===== src/rtl/mixer_pkg.sv =====
// mixer_pkg: shared state enum, sample rails and accumulator width helper for sample_mixer
package mixer_pkg;
  typedef enum logic {SYNC, ACCUM} MixerState_t;
  localparam logic signed [15:0] SAMPLE_MAX = 16'sh7fff;
  localparam logic signed [15:0] SAMPLE_MIN = 16'sh8000;
  function automatic int acc_width(int voices);
    return 16 + $clog2(voices);
  endfunction
endpackage


===== src/rtl/sample_fifo.sv =====
// sample_fifo: first-word-fall-through FIFO (push/full in, dout/valid/ready out), full pushes are dropped
module sample_fifo #(
  parameter int W = 16,
  parameter int DEPTH = 4
) (
  input  logic         i_Clock,
  input  logic         i_Reset,
  input  logic         push,
  input  logic [W-1:0] din,
  input  logic         ready,
  output logic [W-1:0] dout,
  output logic         valid,
  output logic         full
);
  localparam int PW = $clog2(DEPTH);
  localparam logic [PW:0] ONE = {{PW{1'b0}}, 1'b1};
  logic [W-1:0] mem [DEPTH];
  logic [PW:0] wp, rp;
  logic wr, rd;
  assign valid = wp != rp;
  assign full = (wp[PW] != rp[PW]) && (wp[PW-1:0] == rp[PW-1:0]);
  assign wr = push && !full;
  assign rd = valid && ready;
  assign dout = mem[rp[PW-1:0]];
  always_ff @(posedge i_Clock) begin
    if (i_Reset) begin
      wp <= '0;
      rp <= '0;
      mem <= '{default: '0};
    end else begin
      if (wr) begin
        mem[wp[PW-1:0]] <= din;
        wp <= wp + ONE;
      end
      if (rd) rp <= rp + ONE;
    end
  end
endmodule


===== src/rtl/sample_mixer.sv =====
// sample_mixer: sums a frame of subsamples, shifts/saturates to 16 bits, FIFO to valid/ready output; SAMPLE_MIXER_CLIP_COUNT_EN enables o_ClipCount
module sample_mixer
  import mixer_pkg::*;
#(
  parameter int VOICES = 16,
  parameter int SHIFT = 4,
  parameter int FIFO_DEPTH = 4
) (
  input  logic               i_Clock,
  input  logic               i_Reset,
  input  logic signed [15:0] i_Subsample,
  input  logic               i_SubsampleReady,
  input  logic               i_SampleReady,
  output logic signed [15:0] o_Sample,
  output logic               o_Valid,
  input  logic               i_Ready,
  output logic               o_Overrun,
  output logic               o_FrameError,
  output logic [15:0]        o_ClipCount
);
  localparam int AW = acc_width(VOICES);
  localparam int CW = $clog2(VOICES) + 1;
  localparam logic signed [AW-1:0] AMAX = AW'(SAMPLE_MAX);
  localparam logic signed [AW-1:0] AMIN = AW'(SAMPLE_MIN);
  MixerState_t state, state_n;
  logic signed [AW-1:0] acc, mix, sub_ext, sum, shifted;
  logic [CW-1:0] cnt, cnt_n;
  logic mix_vld, full, clip;
  logic [15:0] sat;
  assign sub_ext = i_SubsampleReady ? AW'(i_Subsample) : '0;
  assign sum = acc + sub_ext;
  assign cnt_n = cnt + CW'(i_SubsampleReady);
  assign shifted = mix >>> SHIFT;
  // landing exactly on a rail also counts as clipped
  assign clip = (shifted >= AMAX) || (shifted <= AMIN);
  assign sat = shifted >= AMAX ? SAMPLE_MAX : shifted <= AMIN ? SAMPLE_MIN : shifted[15:0];
  always_comb state_n = (state == SYNC && i_SampleReady) ? ACCUM : state;
  always_ff @(posedge i_Clock) begin
    if (i_Reset) begin
      state <= SYNC;
      acc <= '0;
      cnt <= '0;
      mix <= '0;
      mix_vld <= 1'b0;
      o_Overrun <= 1'b0;
      o_FrameError <= 1'b0;
    end else begin
      state <= state_n;
      mix_vld <= 1'b0;
      o_Overrun <= mix_vld && full;
      if (state == SYNC) begin
        if (i_SampleReady) begin
          acc <= '0;
          cnt <= '0;
        end
      end else if (i_SampleReady) begin
        mix <= sum;
        mix_vld <= 1'b1;
        acc <= '0;
        cnt <= '0;
        if (cnt_n != CW'(VOICES)) o_FrameError <= 1'b1;
      end else begin
        acc <= sum;
        cnt <= cnt_n;
      end
    end
  end
`ifdef SAMPLE_MIXER_CLIP_COUNT_EN
  always_ff @(posedge i_Clock) begin
    if (i_Reset) o_ClipCount <= '0;
    else if (mix_vld && !full && clip && o_ClipCount != 16'hffff) o_ClipCount <= o_ClipCount + 16'd1;
  end
`else
  assign o_ClipCount = '0;
`endif
  sample_fifo #(.W(16), .DEPTH(FIFO_DEPTH)) u_fifo (
    .i_Clock(i_Clock),
    .i_Reset(i_Reset),
    .push(mix_vld),
    .din(sat),
    .ready(i_Ready),
    .dout(o_Sample),
    .valid(o_Valid),
    .full(full)
  );
endmodule


===== config.mk =====
export PLATFORM = sky130hd
export DESIGN_NAME = sample_mixer
export DESIGN_NICKNAME = d
export VERILOG_FILES = /design/src/rtl/mixer_pkg.sv /design/src/rtl/sample_fifo.sv /design/src/rtl/sample_mixer.sv
export SDC_FILE = /design/constraint.sdc
export NUM_CORES = 1
export LEC_CHECK = 0
export CAP_MARGIN = 20
export CORE_AREA = 2 2 141 143
export DETAILED_ROUTE_END_ITERATION = 8
export DIE_AREA = 0 0 143 145
export PLACE_DENSITY_LB_ADDON = 0.2
export SKIP_CTS_REPAIR_TIMING = 1
export SYNTH_ARGS = -nofsm -noshare
export SYNTH_HDL_FRONTEND = slang
export SYNTH_SLANG_ARGS = --single-unit

===== constraint.sdc =====
create_clock -name i_Clock -period 3.7 [get_ports i_Clock]
set_input_delay 0.925 -clock i_Clock [delete_from_list [all_inputs] [get_ports i_Clock]]
set_output_delay 0.925 -clock i_Clock [all_outputs]
set_load 0.05 [all_outputs]

==> flow_summary_export.csv, run 1 <==
group,metric,value,unit
synth,synth_cell_types,55,
synth,ys_ff_latch,115,
sta,period_minus_slack,3.37,ns
min_path,min_to,"u_fifo.mem[53]",
critical_path,critPathMaxFanout,3,
sta,worst_slack,0.332,ns
final_layout,layout_common_cells,"nand2_1 (115), dfxtp_1 (115), a21oi_1 (103)",
synth,syn_area,0.00607,sq mm
global_routing,grt_pass1_wl,26.5,mm
routing,dr.first_iter.drc_count,349,
synth,synthFlopType,"dfxtp_1",
synth,seq_area_frac_synth,38.0,%
die,rows,51,
final_layout,final_cells,1031,
clock_tree,cts_tree,"yes",
global_routing,track_usage,16.3,%
critical_path,critPathArrivalTime,3.65,ns
final_layout,num-fill-cells,1993,
routing,viasPerCell,5.11,
pwr,powerDensity,450,mW/mm^2
sta,finalCritPeriodShare,91.0,%
place,port_buffers,39,
clock_tree,cts_buffers,17,
place,dp.cells,999,
die,coreArea,0.0192,sq mm
final_layout,drive_above_1_share,9.27,%
global_routing,met2_usage,25.4,%
die,dieWidth,143,microns
min_path,hp-class,"flip-flop to flip-flop",
routing,drcViolationCount,0,
place,routabilityCongestion,0.916,
routing,ant_nets,0,
synth,async_flop_share,0,%
critical_path,cp_top_family,"compound AO/OA/AOI/OAI gates",
sta,worst_pin_slew,0.973,ns
die,die-area,0.0207,sq mm
clock_tree,clkTransAtPathRegs,0.06,ns
critical_path,crit_buf_inv,2,
critical_path,max_stage_delay,0.47,ns
critical_path,critPathKind,"input port to flip-flop",
sta,max_slew_margin,35.1,%
clock_tree,clock-sinks,115,
global_routing,grt_pass1_vias,4933,
routing,via_count,5267,
sta,max_freq,297,MHz
final_layout,n_antenna_cell,0,
run,cap_violations,0,
die,fp.dieH,145,microns
sta,final-setup-viol-count,0,
global_routing,antenna_found_initial,0,
global_routing,gr-total-overflow,0,
clock_tree,cts_root_buf,"clkbuf_16",
global_routing,grt.met3_usage,4.16,%
critical_path,endpoint_kind,"flip-flop",
clock_tree,cts_buffer_depth,2,
sta,slew_violations,0,
synth,synth_edf_count,0,
sta,grt_setup_unrepaired,"false",
routing,firstDrtPassIters,5,
critical_path,critical_path_depth,12,
global_routing,grt_use_met1,22.0,%
clock_tree,h-tree-depth,4,
critical_path,required,3.98,ns
pwr,vdd_drop_max,294,uV
routing,wl,16.4,mm
global_routing,globalRoute.busiestLayer,"met2",
die,io-pin-count,56,
pwr,leakage,2.60,nW
min_path,min-delay-start,"u_fifo.mem[53]",
synth,avgSynthCellArea,8.34,sq um
place,post-place-ws,-0.0466,ns
critical_path,reg2reg_slack,1.10,ns
global_routing,grt_max_degree,72,
critical_path,reg2reg_depth,10,
final_layout,syn2layout_area_growth,18.3,%
run_status,status,"completed",
synth,synth_warnings,0,
clock_tree,clk_latency,0.42,ns
critical_path,regToRegEndpoint,"acc[14]",
sta,final_hold_viol_count,0,
sta,clock_skew,0.00712,ns
place,hpwl,10.7,mm
final_layout,final_nets,801,
critical_path,reg2reg_from,"acc[0]",
critical_path,cp-start-kind,"input port",
synth,synthCells,727,
critical_path,cp_cell_sequence,"clkdlybuf4s50_1 -> and2_1 -> ha_1 -> inv_1 -> fa_1 -> nand2b_1 -> a21oi_1 -> nor2_1 -> o31ai_1 -> a41oi_1 -> xnor2_1 -> o22ai_1",
critical_path,slowest_stage,"clkdlybuf4s50_1",
min_path,whs_path_depth,2,
die,start_util,31.6,%
routing,wl_per_cell,15.9,microns
[cell families (layout without fill, tap and decap cells)]
| kind of cell | after synthesis | count (layout) | share of synthesized area (%) |
|---|---|---|---|
| AO/OA/AOI/OAI | 162 | 162 | 15.3 |
| multiplexers | 28 | 28 | 7.92 |
| other | 1 | 16 | 0.0618 |
| buffers and inverters | 78 | 102 | 7.26 |
| flip-flops | 115 | 115 | 38.0 |
| XOR/XNOR | 21 | 21 | 3.03 |
| AND/OR/NAND/NOR | 295 | 295 | 22.8 |
| adder cells (fa/ha/maj) | 27 | 27 | 5.69 |
[power by group]
part | switching [W] | leakage, nW | total [W] | internal (W)
Sequential | 0.0000199 | 0.929 | 0.00128 | 0.00126
Clock | 0.000586 | 0.284 | 0.00165 | 0.00106
Combinational | 0.000201 | 1.38 | 0.000300 | 0.0000996
[worst register-to-register path: cells and delay by family, from the launching register on]
family                     cells  cell delay (ns)
AOI/OAI and AO/OA              4             0.93
xor gates and xnor gates       1             0.24
adders and majority gates      2             0.60
buffers and inverters          1             0.07
DFF                            1             0.33
and+or+nand+nor                2             0.30
[area by class of cell]
type / count / area [sq um] / area share (%)
clock buffers: 25 / 495 / 6.90
clock inverters: 7 / 97.6 / 1.36
inverters: 13 / 48.8 / 0.680
multi-input cells: 549 / 3380 / 47.1
flip-flops and latches: 115 / 2300 / 32.1
well taps: 265 / 332 / 4.62
repair buffers: 57 / 520 / 7.25
[registers in the layout, indices dropped and copies added (netlist names)]
register,cells
o_FrameError,1
mix,16
state,1
o_Overrun,1
acc,20
u_fifo.wp,3
cnt,5
mix_vld,1
u_fifo.mem,64
u_fifo.rp,3
[cell usage after synthesis, drive strengths merged, types with 11 or more instances]
cell | n | area [sq um]
inv | 13 | 48.8
dfxtp | 115 | 2300
and2 | 18 | 115
nor3 | 11 | 55.1
buf | 45 | 317
ha | 26 | 325
clkbuf | 20 | 75.1
nand3 | 79 | 395
mux4 | 16 | 360
mux2i | 12 | 120
nor2 | 44 | 165
o21ai | 19 | 95.1
nand2 | 119 | 485
a21oi | 104 | 524
xor2 | 14 | 123
[routing by layer]
metal / share of wire, % / routed length (microns) / vias up
met3: 6.2 / 1010 / 23
met2: 47 / 7690 / 186
met4: 1.7 / 275 / 0
met5: 0 / 0 / -
li1: - / - / 2576
met1: 45 / 7420 / 2482
[worst max path at each step]
| stage | startpoint | to | slack (ns) |
|---|---|---|---|
| after floorplan | i_SubsampleReady | acc[14] | 0.54 |
| after global placement | i_SubsampleReady | mix[18] | 0.02 |
| after detailed placement | i_SubsampleReady | acc[14] | -0.05 |
| after CTS | i_SubsampleReady | acc[14] | 0.37 |
| after global routing | i_SubsampleReady | acc[14] | 0.15 |
| final | i_SubsampleReady | acc[14] | 0.33 |
[per-stage QoR]
stage	util (%)	TNS, ns	cell area (sq um)	hold slack, ns	power (W)
4_1_cts	37.4	0	7180	0.454	0.00326
3_3_place_gp	34.3	0	6580	0.439	0.00160
2_1_floorplan	-	0	6120	0.433	0.00153
6_report	37.4	0	7180	0.452	0.00323
3_5_place_dp	34.3	-0.176	6580	0.446	0.00160
5_1_grt	37.4	0	7180	0.471	0.00334
Note: power is estimated with default switching activity, not from simulation.
==> inputs of run 2 (changes only) <==
--- a/config.mk
+++ b/config.mk
@@ -7,6 +7,7 @@
 export LEC_CHECK = 0
 export CAP_MARGIN = 20
 export CORE_AREA = 2 2 141 143
+export CTS_CLUSTER_DIAMETER = 200
 export DETAILED_ROUTE_END_ITERATION = 8
 export DIE_AREA = 0 0 143 145
 export PLACE_DENSITY_LB_ADDON = 0.2
==> constraint.sdc (replaced) <==
create_clock -name i_Clock -period 3.1 [get_ports i_Clock]
set_input_delay 0.775 -clock i_Clock [delete_from_list [all_inputs] [get_ports i_Clock]]
set_output_delay 0.775 -clock i_Clock [all_outputs]
set_load 0.05 [all_outputs]
==> flow_summary_export.csv, run 2 (synthesis results as in run 1) <==
group,metric,value,unit
clock_tree,clk_latency,0.41,ns
sta,max_freq,346,MHz
final_layout,final_nets,860,
place,port_buffers,39,
routing,viasPerCell,4.86,
min_path,min_to,"u_fifo.mem[25]",
final_layout,largest_reg_flops,64,
routing,via_count,5297,
sta,final_hold_viol_count,0,
global_routing,grt_pass1_wl,27.1,mm
final_layout,drive_above_1_share,19.3,%
sta,worst_pin_slew,0.670,ns
final_layout,layout_common_cells,"nand2_1 (115), dfxtp_1 (115), a21oi_1 (102)",
die,fp.dieH,145,microns
critical_path,critPathKind,"input port to flip-flop",
critical_path,crit_buf_inv,3,
sta,final-setup-viol-count,0,
global_routing,antenna_found_initial,0,
routing,drcViolationCount,0,
critical_path,cp_cell_sequence,"clkdlybuf4s50_1 -> and2_1 -> ha_2 -> inv_1 -> fa_2 -> nand2b_4 -> a21oi_4 -> buf_4 -> o21bai_1 -> a21oi_1 -> o21ai_1 -> or4_1 -> nand3_1",
min_path,min-delay-start,"u_fifo.mem[25]",
clock_tree,cts_buffer_depth,2,
final_layout,final_cells,1090,
sta,grt_setup_unrepaired,"false",
critical_path,max_stage_delay,0.45,ns
critical_path,regToRegEndpoint,"mix[12]",
critical_path,critPathMaxFanout,3,
critical_path,reg2reg_depth,11,
run_status,status,"completed",
clock_tree,h-tree-depth,4,
clock_tree,cts_root_buf,"clkbuf_16",
critical_path,cp-start-kind,"input port",
routing,ant_nets,0,
die,dieWidth,143,microns
clock_tree,clkTransAtPathRegs,0.06,ns
critical_path,critPathArrivalTime,3.25,ns
die,io-pin-count,56,
sta,slew_violations,0,
critical_path,reg2reg_from,"acc[0]",
final_layout,largest-register,"u_fifo.mem",
run,cap_violations,0,
routing,wl,16.7,mm
global_routing,grt_pass1_vias,5242,
place,routabilityCongestion,0.827,
critical_path,critical_path_depth,13,
place,dp.cells,1058,
routing,dr.first_iter.drc_count,296,
routing,wl_per_cell,15.3,microns
die,rows,51,
final_layout,largest_registers,"u_fifo.mem x64, acc x20, mix x16",
global_routing,gr-total-overflow,0,
min_path,whs_path_depth,2,
critical_path,slowest_stage,"clkdlybuf4s50_1",
pwr,leakage,2.97,nW
sta,max_slew_margin,55.3,%
critical_path,required,3.46,ns
sta,clock_skew,0.00848,ns
routing,firstDrtPassIters,5,
pwr,vdd_drop_max,367,uV
global_routing,grt_max_degree,54,
die,die-area,0.0207,sq mm
clock_tree,cts_tree,"yes",
pwr,finalPower,0.00400,W
critical_path,cp_top_family,"simple AND/OR/NAND/NOR gates",
global_routing,track_usage,16.8,%
critical_path,reg2reg_slack,0.81,ns
pwr,powerDensity,521,mW/mm^2
final_layout,n_antenna_cell,0,
final_layout,syn2layout_area_growth,26.4,%
die,coreArea,0.0192,sq mm
clock_tree,clock-sinks,115,
clock_tree,cts_buffers,17,
sta,period_minus_slack,2.89,ns
die,start_util,31.6,%
min_path,hp-class,"flip-flop to flip-flop",
place,hpwl,11.7,mm
critical_path,endpoint_kind,"flip-flop",
sta,finalCritPeriodShare,93.3,%
## run 2: cell types whose count changed in the layout (fill, tap and decap cells not counted), moves of 2 or more
| cell | delta |
|---|---|
| clkbuf_8 | -4 |
| clkdlybuf4s50_1 | -18 |
| buf_4 | +74 |
| inv_6 | +6 |
| clkbuf_1 | -4 |
| o31ai_1 | -2 |
| inv_8 | +2 |
## run 2: through the flow
stage               TNS, ns  instance area [sq um]  hold WS, ns  setup WS [ns]  util (%)
detailed placement    -8.14                   7000        0.443         -0.496      36.4
global placement      -6.13                   7000        0.439         -0.396      36.4
CTS                  -0.118                   7610        0.452        -0.0530      39.6
floorplan                 0                   6120        0.433         0.0867         -
global route              0                   7670        0.473         0.0609      39.9
finish                    0                   7670        0.454          0.208      39.9
## run 2: metal layers
layer  routed length, microns  global-route usage [%]  share of wire [%]  vias to the layer above
li1                         -                       -                  -                     2698
met1                     7850                    21.8                 47                     2467
met2                     8020                    27.7                 48                      121
met3                      650                    3.93                3.9                       11
met4                      176                    4.65                1.1                        0
met5                        0                       0                  0                        -
## run 2: report_power, final
group | internal [W] | total (W) | switching, W | leakage [nW]
clock network | 0.00129 | 0.00207 | 0.000782 | 0.300
logic | 0.000154 | 0.000404 | 0.000250 | 1.74
registers | 0.00150 | 0.00152 | 0.0000237 | 0.929
total | 0.00294 | 0.00400 | 0.00106 | 2.97
## run 2: how the worst max path moves through the flow
stage | startpoint | to
2_1_floorplan | i_SubsampleReady | acc[14]
3_3_place_gp | i_SubsampleReady | mix[18]
3_5_place_dp | i_SubsampleReady | acc[14]
4_1_cts | i_SubsampleReady | acc[14]
5_1_grt | i_Subsample[0] | mix[18]
6_report | i_Subsample[0] | mix[12]
## run 2: layout make-up
type                    count  area [sq um]
well taps                 265           332
multi-input cells         549          3430
fillers                  1938         11500
clock inverters            15           194
repair buffers            116           940
clock buffers              17           425
flip-flops and latches    115          2300
inverters                  13          48.8
## run 2: worst min-delay path, stage by stage (launching register included)
cell and delay, ns:
dfxtp_1 0.31, nand2_1 0.05, a21oi_1 0.05
==> inputs of run 3 (changes only) <==
--- a/config.mk
+++ b/config.mk
@@ -5,6 +5,7 @@
 export SDC_FILE = /design/constraint.sdc
 export NUM_CORES = 1
 export LEC_CHECK = 0
+export ABC_AREA = 1
 export CAP_MARGIN = 20
 export CORE_AREA = 2 2 141 143
 export CTS_CLUSTER_DIAMETER = 200
==> constraint.sdc (replaced) <==
create_clock -name i_Clock -period 3.1 [get_ports i_Clock]
set_input_delay 0.775 -clock i_Clock [delete_from_list [all_inputs] [get_ports i_Clock]]
set_output_delay 0.775 -clock i_Clock [all_outputs]
set_load 0.005 [all_outputs]
==> flow_summary_export.csv, run 3 <==
group,metric,value,unit
run_status,status,"completed",
global_routing,gr-total-overflow,0,
pwr,vdd_drop_max,355,uV
sta,fin_setup_tns,0,ns
final_layout,n_antenna_cell,0,
place,hpwl,10.6,mm
final_layout,largest-register,"u_fifo.mem",
critical_path,critical_path_depth,4,
global_routing,grt_pass1_wl,26.2,mm
clock_tree,cts_root_buf,"clkbuf_16",
sta,grt_setup_unrepaired,"false",
sta,slew_violations,0,
synth,yosys-top-cells-area,"dfxtp_1 (38%), nand2_1 (11%), a21oi_1 (9.8%), o21ai_0 (8.3%), inv_1 (6.3%)",
final_layout,drive_above_1_share,9.03,%
synth,synthTopCellsByCount,"nand2_1 (181), a21oi_1 (118), dfxtp_1 (115), inv_1 (102), o21ai_0 (100)",
final_layout,syn2layout_area_growth,22.6,%
run,cap_violations,0,
die,dieWidth,143,microns
sta,period_minus_slack,2.94,ns
critical_path,cp-start-kind,"flip-flop",
synth,ys_ff_latch,115,
sta,worst_pin_slew,0.665,ns
sta,max_slew_margin,55.6,%
critical_path,reg2reg_from,"u_fifo.rp[1]",
synth,async_flop_share,0,%
routing,dr.first_iter.drc_count,318,
critical_path,critPathArrivalTime,2.16,ns
clock_tree,cts_tree,"yes",
critical_path,slowest_stage,"clkdlybuf4s50_1",
synth,syn_area,0.00604,sq mm
global_routing,antenna_found_initial,0,
routing,drcViolationCount,0,
synth,seq_area_frac_synth,38.1,%
die,io-pin-count,56,
routing,firstDrtPassIters,4,
final_layout,final_nets,976,
routing,ant_nets,0,
clock_tree,clk_latency,0.42,ns
global_routing,track_usage,15.8,%
sta,worst_slack,0.161,ns
sta,final-setup-viol-count,0,
final_layout,fin_area,0.00741,sq mm
clock_tree,clkTransAtPathRegs,0.06,ns
routing,wl_per_cell,13.0,microns
clock_tree,cts_buffers,17,
sta,clock_skew,0.0161,ns
clock_tree,h-tree-depth,4,
routing,viasPerCell,4.49,
critical_path,crit_start,"u_fifo.rp[1]",
sta,final_hold_viol_count,0,
critical_path,endpoint_kind,"output pin",
place,post-place-ws,-0.116,ns
clock_tree,cts_buffer_depth,2,
place,dpl_cell_area,0.00677,sq mm
critical_path,crit_buf_inv,2,
critical_path,cp_cell_sequence,"inv_2 -> o21ai_0 -> o22ai_1 -> clkdlybuf4s50_1",
sta,finalCritPeriodShare,94.8,%
synth,synth_top_area_share,38.1,%
die,rows,51,
pwr,powerDensity,577,mW/mm^2
place,port_buffers,39,
min_path,hp-class,"flip-flop to flip-flop",
synth,yosysMostFrequentCell,"nand2_1",
synth,yosysTopAreaCell,"dfxtp_1",
synth,synth_cell_types,35,
critical_path,critPathMaxFanout,18,
synth,avgSynthCellArea,6.92,sq um
critical_path,required,2.32,ns
pwr,finalPower,0.00428,W
die,fp.dieH,145,microns
synth,synth_warnings,0,
pwr,leakage,3.46,nW
synth,synthFlopType,"dfxtp_1",
synth,synth_edf_count,0,
sta,max_freq,340,MHz
die,die-area,0.0207,sq mm
routing,wl,15.7,mm
final_layout,largest_reg_flops,64,
final_layout,post-route-util,38.6,%
place,routabilityCongestion,0.837,
critical_path,reg2reg_slack,0.95,ns
global_routing,grt_pass1_vias,5107,
critical_path,regToRegEndpoint,"u_fifo.mem[28]",
critical_path,cp_top_family,"buffers and inverters",
critical_path,critPathKind,"flip-flop to output pin",
clock_tree,clock-sinks,115,
routing,via_count,5410,
die,start_util,31.5,%
critical_path,max_stage_delay,0.56,ns
final_layout,largest_registers,"u_fifo.mem x64, acc x20, mix x16",
final_layout,final_common_cell,"nand2_1",
critical_path,cp-endpoint,"o_Sample[12]",
die,coreArea,0.0192,sq mm
critical_path,reg2reg_depth,8,
global_routing,grt_max_degree,70,
synth,synthCells,873,
final_layout,layout_common_cells,"nand2_1 (181), a21oi_1 (118), dfxtp_1 (115)",
[run 3: cell types whose count changed in the layout (fill, tap and decap cells not counted), moves of 10 or more]
cell             change
a21oi_1             +16
and2_1              -15
buf_4               -52
clkdlybuf4s50_1     +17
inv_1               +89
mux2i_1             -12
mux4_2              -16
nand2_1             +66
nand3_1             -49
nor2_1              +33
nor3_1              -10
o21ai_0             +87
o22ai_1             +14
[run 3: power by group]
part	leakage (nW)	internal [W]	switching (W)
logic	2.22	0.000263	0.000335
registers	0.932	0.00152	0.0000261
clock network	0.304	0.00138	0.000761
[run 3: worst min-delay path by stage]
stage | startpoint | end | slack (ns) | depth (start not counted)
detailed placement | u_fifo.mem[48] | u_fifo.mem[48] | 0.46 | 2
global placement | u_fifo.mem[48] | u_fifo.mem[48] | 0.45 | 2
CTS | acc[0] | acc[0] | 0.47 | 2
finish | cnt[0] | cnt[0] | 0.47 | 2
global route | acc[11] | acc[11] | 0.49 | 2
floorplan | u_fifo.wp[2] | u_fifo.wp[2] | 0.44 | 1
[run 3: final cells by class]
type	count	area (sq um)
Inverter	104	390
Sequential cell	115	2300
Fill cell	2049	11800
Clock buffer	18	439
Clock inverter	14	200
Tap cell	265	332
Multi-Input combinational cell	611	3060
Timing Repair Buffer	79	688
[run 3: cell families (layout without fill, tap and decap cells)]
logic type | count (synthesis) | in the layout | synth area share [%]
other | 1 | 16 | 0.0620
DFF | 115 | 115 | 38.1
and+or+nand+nor | 304 | 304 | 20.9
xor gates and xnor gates | 11 | 11 | 1.59
buffers and inverters | 162 | 215 | 12.2
adders and majority gates | 27 | 27 | 5.71
AOI/OAI and AO/OA | 253 | 253 | 21.5
[run 3: worst min-delay path: cells and delay by family (launching register included)]
family             cells  cell delay, ns
and+or+nand+nor        1            0.06
AOI/OAI and AO/OA      1            0.05
DFF                    1            0.31
[run 3: layer usage]
layer	vias to the layer above	share of wire [%]	routed length (microns)	GRT usage [%]
li1	2933	-	-	-
met1	2396	50	7890	22.2
met2	77	46	7170	24.6
met3	4	3.6	570	3.60
met4	0	0.31	48	3.86
met5	-	0	0	0
[run 3: metrics by stage]
stage          hold slack [ns]  cells
2_1_floorplan            0.443    888
3_3_place_gp             0.454   1174
5_1_grt                  0.486   1206
4_1_cts                  0.471   1206
3_5_place_dp             0.462   1174
6_report                 0.469   1206
